<file path="src/rtl/pipelined_multiplier_pkg.sv">
// Shared types and helpers for the pipelined array multiplier stages.
// Latency: n/a (types and pure functions only).
// Backpressure: n/a.
package pipelined_multiplier_pkg;

  // Widest result word the merge helper can handle.
  localparam int unsigned MAX_RESULT_W = 64;

  // Occupancy of the two-entry skid buffer.
  typedef enum logic [1:0] {
    EMPTY = 2'd0,
    ONE   = 2'd1,
    FULL  = 2'd2
  } skid_state_t;

  // Replace the per_stage-wide field at stage_index*per_stage in low with bits.
  // Bits of 'bits' above per_stage are ignored.
  function automatic logic [MAX_RESULT_W-1:0] merge_result_bits(
    input logic [MAX_RESULT_W-1:0] low,
    input logic [MAX_RESULT_W-1:0] bits,
    input int unsigned             stage_index,
    input int unsigned             per_stage
  );
    logic [MAX_RESULT_W-1:0] mask;
    int unsigned             lsb;
    lsb  = stage_index * per_stage;
    mask = ((MAX_RESULT_W'(1) << per_stage) - MAX_RESULT_W'(1)) << lsb;
    return (low & ~mask) | ((bits << lsb) & mask);
  endfunction

endpackage

</file>
<file path="src/rtl/pipeline_skid_buffer.sv">
// Generic two-entry valid/ready skid buffer; main register drives data_o.
// Latency: 1 cycle from accept to valid_o; sustains 1 entry per cycle.
// Backpressure: ready_o comes straight from the state register (low only when FULL).
module pipeline_skid_buffer
  import pipelined_multiplier_pkg::*;
#(
  parameter int unsigned WIDTH = 8
) (
  input  logic             clk_i,
  input  logic             rst_i,
  input  logic             clear_i,
  input  logic             valid_i,
  output logic             ready_o,
  input  logic [WIDTH-1:0] data_i,
  output logic             valid_o,
  input  logic             ready_i,
  output logic [WIDTH-1:0] data_o
);

  skid_state_t      state_q, state_d;
  logic [WIDTH-1:0] main_q, main_d;
  logic [WIDTH-1:0] skid_q, skid_d;
  logic             accept;
  logic             consume;

  // Handshake flags are decoded from registered state only.
  assign valid_o = (state_q != EMPTY);
  assign ready_o = (state_q != FULL);
  assign data_o  = main_q;
  assign accept  = valid_i && ready_o;
  assign consume = valid_o && ready_i;

  // Occupancy register and the two payload slots.
  always_ff @(posedge clk_i or posedge rst_i) begin
    if (rst_i) begin
      state_q <= EMPTY;
      main_q  <= '0;
      skid_q  <= '0;
    end else begin
      state_q <= state_d;
      main_q  <= main_d;
      skid_q  <= skid_d;
    end
  end

  // Next-state and slot steering; a flush overrides any handshake.
  always_comb begin
    state_d = state_q;
    main_d  = main_q;
    skid_d  = skid_q;
    if (clear_i) begin
      state_d = EMPTY;
    end else begin
      unique case (state_q)
        EMPTY: begin
          if (accept) begin
            main_d  = data_i;
            state_d = ONE;
          end
        end
        ONE: begin
          if (accept && consume) begin
            main_d = data_i;
          end else if (accept) begin
            skid_d  = data_i;
            state_d = FULL;
          end else if (consume) begin
            state_d = EMPTY;
          end
        end
        FULL: begin
          // ready_o is low here, so only a consume can happen.
          if (consume) begin
            main_d  = skid_q;
            state_d = ONE;
          end
        end
        default: begin
          state_d = EMPTY;
        end
      endcase
    end
  end

endmodule

</file>
<file path="src/rtl/pipelined_array_multiplier_pipe_reg.sv">
// Pipeline register after one array-multiplier stage: shifts B, merges result bits, skids.
// Latency: 1 cycle from accept to valid_o; full throughput when downstream is ready.
// Backpressure: absorbs one extra entry; ready_o is registered, no ready_i->ready_o path.
module pipelined_array_multiplier_pipe_reg
  import pipelined_multiplier_pkg::*;
#(
  parameter int unsigned DATA_WIDTH        = 8,
  parameter int unsigned PRODUCT_PER_STAGE = 4,
  parameter int unsigned STAGE_INDEX       = 0
) (
  input  logic                         clk_i,
  input  logic                         rst_i,
  input  logic                         clear_i,
  input  logic                         valid_i,
  output logic                         ready_o,
  input  logic [DATA_WIDTH-1:0]        operand_A_i,
  input  logic [DATA_WIDTH-1:0]        operand_B_i,
  input  logic [DATA_WIDTH-2:0]        partial_product_i,
  input  logic                         carry_i,
  input  logic [PRODUCT_PER_STAGE-1:0] result_bits_i,
  input  logic [DATA_WIDTH-1:0]        low_result_i,
  output logic                         valid_o,
  input  logic                         ready_i,
  output logic [DATA_WIDTH-1:0]        operand_A_o,
  output logic [DATA_WIDTH-1:0]        operand_B_o,
  output logic [DATA_WIDTH-2:0]        partial_product_o,
  output logic                         carry_o,
  output logic [DATA_WIDTH-1:0]        low_result_o
);

  typedef struct packed {
    logic [DATA_WIDTH-1:0] operand_A;
    logic [DATA_WIDTH-1:0] operand_B;
    logic [DATA_WIDTH-2:0] partial_product;
    logic                  carry;
    logic [DATA_WIDTH-1:0] low_result;
  } stage_payload_t;

  localparam int unsigned PAYLOAD_W = $bits(stage_payload_t);

  stage_payload_t          in_payload;
  stage_payload_t          out_payload;
  logic [MAX_RESULT_W-1:0] merged_wide;

  // Transform on the input side so both skid slots hold finished payloads.
  always_comb begin
    merged_wide = merge_result_bits(MAX_RESULT_W'(low_result_i),
                                    MAX_RESULT_W'(result_bits_i),
                                    STAGE_INDEX, PRODUCT_PER_STAGE);
    in_payload                 = '0;
    in_payload.operand_A       = operand_A_i;
    in_payload.operand_B       = operand_B_i >> PRODUCT_PER_STAGE;
    in_payload.partial_product = partial_product_i;
    in_payload.carry           = carry_i;
    in_payload.low_result      = merged_wide[DATA_WIDTH-1:0];
  end

  // Bits above DATA_WIDTH are always zero-extended input; nothing reads them.
  if (DATA_WIDTH < MAX_RESULT_W) begin : g_merge_hi
    logic unused_merge_hi;
    assign unused_merge_hi = ^merged_wide[MAX_RESULT_W-1:DATA_WIDTH];
  end

  pipeline_skid_buffer #(
    .WIDTH (PAYLOAD_W)
  ) u_skid (
    .clk_i   (clk_i),
    .rst_i   (rst_i),
    .clear_i (clear_i),
    .valid_i (valid_i),
    .ready_o (ready_o),
    .data_i  (in_payload),
    .valid_o (valid_o),
    .ready_i (ready_i),
    .data_o  (out_payload)
  );

  assign operand_A_o       = out_payload.operand_A;
  assign operand_B_o       = out_payload.operand_B;
  assign partial_product_o = out_payload.partial_product;
  assign carry_o           = out_payload.carry;
  assign low_result_o      = out_payload.low_result;

endmodule

</file>
<file path="config.mk">
export PLATFORM = sky130hd
export DESIGN_NAME = pipelined_array_multiplier_pipe_reg
export DESIGN_NICKNAME = d
export VERILOG_FILES = /design/src/rtl/pipelined_multiplier_pkg.sv /design/src/rtl/pipeline_skid_buffer.sv /design/src/rtl/pipelined_array_multiplier_pipe_reg.sv
export SDC_FILE = /design/constraint.sdc
export NUM_CORES = 1
export LEC_CHECK = 0
export ABC_CLOCK_PERIOD_IN_PS = 3700
export BUFFER_PORTS_ARGS = -buffer_cell sky130_fd_sc_hd__buf_2
export CAP_MARGIN = 20
export CORE_MARGIN = 1
export CORE_UTILIZATION = 55
export CTS_CLUSTER_DIAMETER = 120
export DETAILED_ROUTE_END_ITERATION = 16
export PLACE_DENSITY = 0.81
export SLEW_MARGIN = 20
export SYNTH_ARGS = -nofsm -noshare
export SYNTH_HDL_FRONTEND = slang
export SYNTH_HIERARCHICAL = 1
export SYNTH_SLANG_ARGS = --single-unit
</file>
<file path="constraint.sdc">
create_clock -name clk_i -period 3.7 [get_ports clk_i]
set_clock_uncertainty 0.15 [all_clocks]
set_input_delay 0.37 -clock clk_i [delete_from_list [all_inputs] [get_ports clk_i]]
set_output_delay 0.37 -clock clk_i [all_outputs]
set_load 0.005 [all_outputs]
</file>
==> metrics.yaml <==
sta:
  fmax_mhz: 434
  tightest_slew_ns: 0.663
  slew_violations: 0
  finalSetupTns_ns: 0
  hold_ws_ns: 0.131
  rsz0062_at_grt: "no"
  layout_min_cycle_time_ns: 2.31
  finalCritPeriodShare_pct: 62.3
  finalHoldViolCount: 0
  relSlewSlack_pct: 55.8
  setup_viol_count_final: 0
clocking:
  cts-root-buf: "clkbuf_8"
  clk_pin_slew_ns: 0.07
  clkLatencyLatePin_ns: 0.33
  cts.sinks: 66
  cts_tree: "done"
  ctsHtreeMaxLevel: 3
  postCtsSetupRepairBufs: 0
  numCtsBuffers: 9
  post_cts_resized: 0
  clockBufferDepth: 2
critical_path:
  end_kind: "flop"
  crit_arrival_ns: 2.37
  crit_type: "flop to flop"
  reg2reg_slack_ns: 1.39
  start_kind: "flop"
  required_ns: 3.76
  critPathMaxFanout: 21
logic_synthesis:
  synth_area_sq_um: 3190
  ys.warnings.count: 6
  synth_area_per_cell_sq_um: 16.9
  synth_cell_types: 21
  ys_ff_latch: 66
  syn_inst: 189
  yosysSeqAreaShare_pct: 51.8
floorplanning:
  rows: 27
  start_util_pct: 57.6
  boundaryPins: 75
  dieArea_sq_um: 6110
  dieHeight_microns: 78.2
  die_w_microns: 78.2
  coreArea_sq_um: 5540
routing:
  routed_wirelength_microns: 4980
  ant_nets: 0
  vias: 1770
  wl_per_cell_microns: 14.5
  drt_pre_antenna_iters: 4
  drc: 0
  via_per_inst: 5.15
  drt_iter0_markers: 23
final_layout:
  multi_input_area_sq_um: 1450
  drive_gt1_share_pct: 67.6
  area_delta_synth_final_pct: 17.6
  seqCellArea_sq_um: 1650
  diodes: 0
  fin_nets: 308
  nFillCells: 404
power_and_ir_drop:
  cellPowerDensity_nw_per_um2: 533
  p_leak_uw: 0.00189
  peakVddDrop_v: 0.000339
global_route:
  grtUsageTotal_pct: 18.6
  grt_max_degree: 38
  grt_pass1_vias: 1910
  antenna_found_initial: 0
  grt_overflow_total: 0
  grt_pass1_wl_microns: 8690
place:
  gp_congestion: 0.696
  io_buffer_count: 66
  post-dp-hpwl_microns: 3310
min_path:
  hp-class: "input port to flop"
job:
  drv_cap: 0
status:
  status: "completed"
[layout make-up]
cell class              instances  area share [%]
repair buffers                 70            9.67
flip-flops and latches         66            44.0
inverters                       1           0.100
clock buffers                  14            4.34
multi-input cells             119            38.5
well taps                      72            2.40
clock inverters                 2           0.934
[worst paths after layout]
check,startpoint,endpoint,cells past startpoint
max,u_skid/state_q[1],u_skid/skid_q[17],4
min,partial_product_i[1],u_skid/skid_q[10],2
max reg2reg,u_skid/state_q[1],u_skid/skid_q[17],4
min reg2reg,u_skid/data_o[18],u_skid/data_o[18],1
max in group asynchronous,rst_i,u_skid/data_o[8],4
min in group asynchronous,rst_i,u_skid/skid_q[10],3
[timing repair]
item | CTS | global route
setup endpoints to repair | 0 | 0
endpoints found under the hold margin | 29 | 0
hold buffers | 1 | 0
[layer usage]
metal	wire [microns]	vias to the layer above	track usage [%]
li1	-	815	-
met1	2110	904	21.2
met2	2530	43	32.3
met3	243	8	4.42
met4	87	0	10.0
met5	0	-	0
[stage by stage]
| step | power [uW] | util (%) | setup WS, ns | std cells | cell area (sq um) |
|---|---|---|---|---|---|
| 3_3_place_gp | 1390 | 63.9 | 1.34 | 327 | 3540 |
| 6_report | 2000 | 67.7 | 1.39 | 344 | 3750 |
| 4_1_cts | 2030 | 67.6 | 1.19 | 344 | 3750 |
| 3_5_place_dp | 1420 | 63.9 | 1.28 | 327 | 3540 |
| 2_1_floorplan | 1280 | - | 1.53 | 196 | 3220 |
| 5_1_grt | 2110 | 67.7 | 1.26 | 344 | 3750 |
[cell families (layout without fill, tap and decap cells)]
logic type      count (synthesis)  count (layout)  synth area share (%)
compound gates                  4               4                  1.18
buf+inv                        11              87                  4.00
flops                          66              66                  51.8
mux                            96              96                  40.5
other cells                     1               8                 0.118
simple gates                   11              11                  2.47
[where the power goes]
group,total (uW),leakage (uW),internal (uW),switching [uW]
logic,409,0.000995,276,132
registers,987,0.000797,899,88.0
clock network,602,0.000101,348,254
total,2000,0.00189,1520,474
[cells in the final DEF (no fill, tap or decap)]
master,instances
nor2b_2,1
clkbuf_1,3
nor2_1,1
nor3b_4,1
nand2_1,2
mux2_4,56
clkbuf_8,11
nand2b_4,1
mux2_2,38
inv_2,1
o21a_1,1
nand3b_1,1
buf_4,3
conb_1,8
nand2b_2,1
buf_2,66
a21oi_1,1
nor3_1,1
mux2_1,2
dfrtp_1,66
clkinv_2,1
bufinv_16,1
a21oi_4,1
o22a_1,1
or2_2,2
dlygate4sd3_1,1
[sequential cells by signal, summed over array words and instances, names as in the netlist]
| name | count |
|---|---|
| u_skid/data_o | 32 |
| u_skid/skid_q | 32 |
| u_skid/state_q | 2 |
[critical path: stages, from the launching register on]
cell and delay (ns):
dfrtp_1 0.46, nor2b_2 0.18, nor3b_4 0.60, buf_4 0.41, mux2_2 0.38
[cells in the mapped netlist (all sizes together)]
master,instances,area (sq um)
nand2,2,7.51
a21oi,2,21.3
inv,1,3.75
nand2b,2,15.0
or2,2,12.5
nor3,1,5.00
mux2,96,1290
buf,10,124
nand3b,1,7.51
nor3b,1,18.8
dfrtp,66,1650
nor2b,1,8.76
o22a,1,8.76
conb,1,3.75
nor2,1,3.75
o21a,1,7.51
Note: power is estimated with default switching activity, not from simulation.
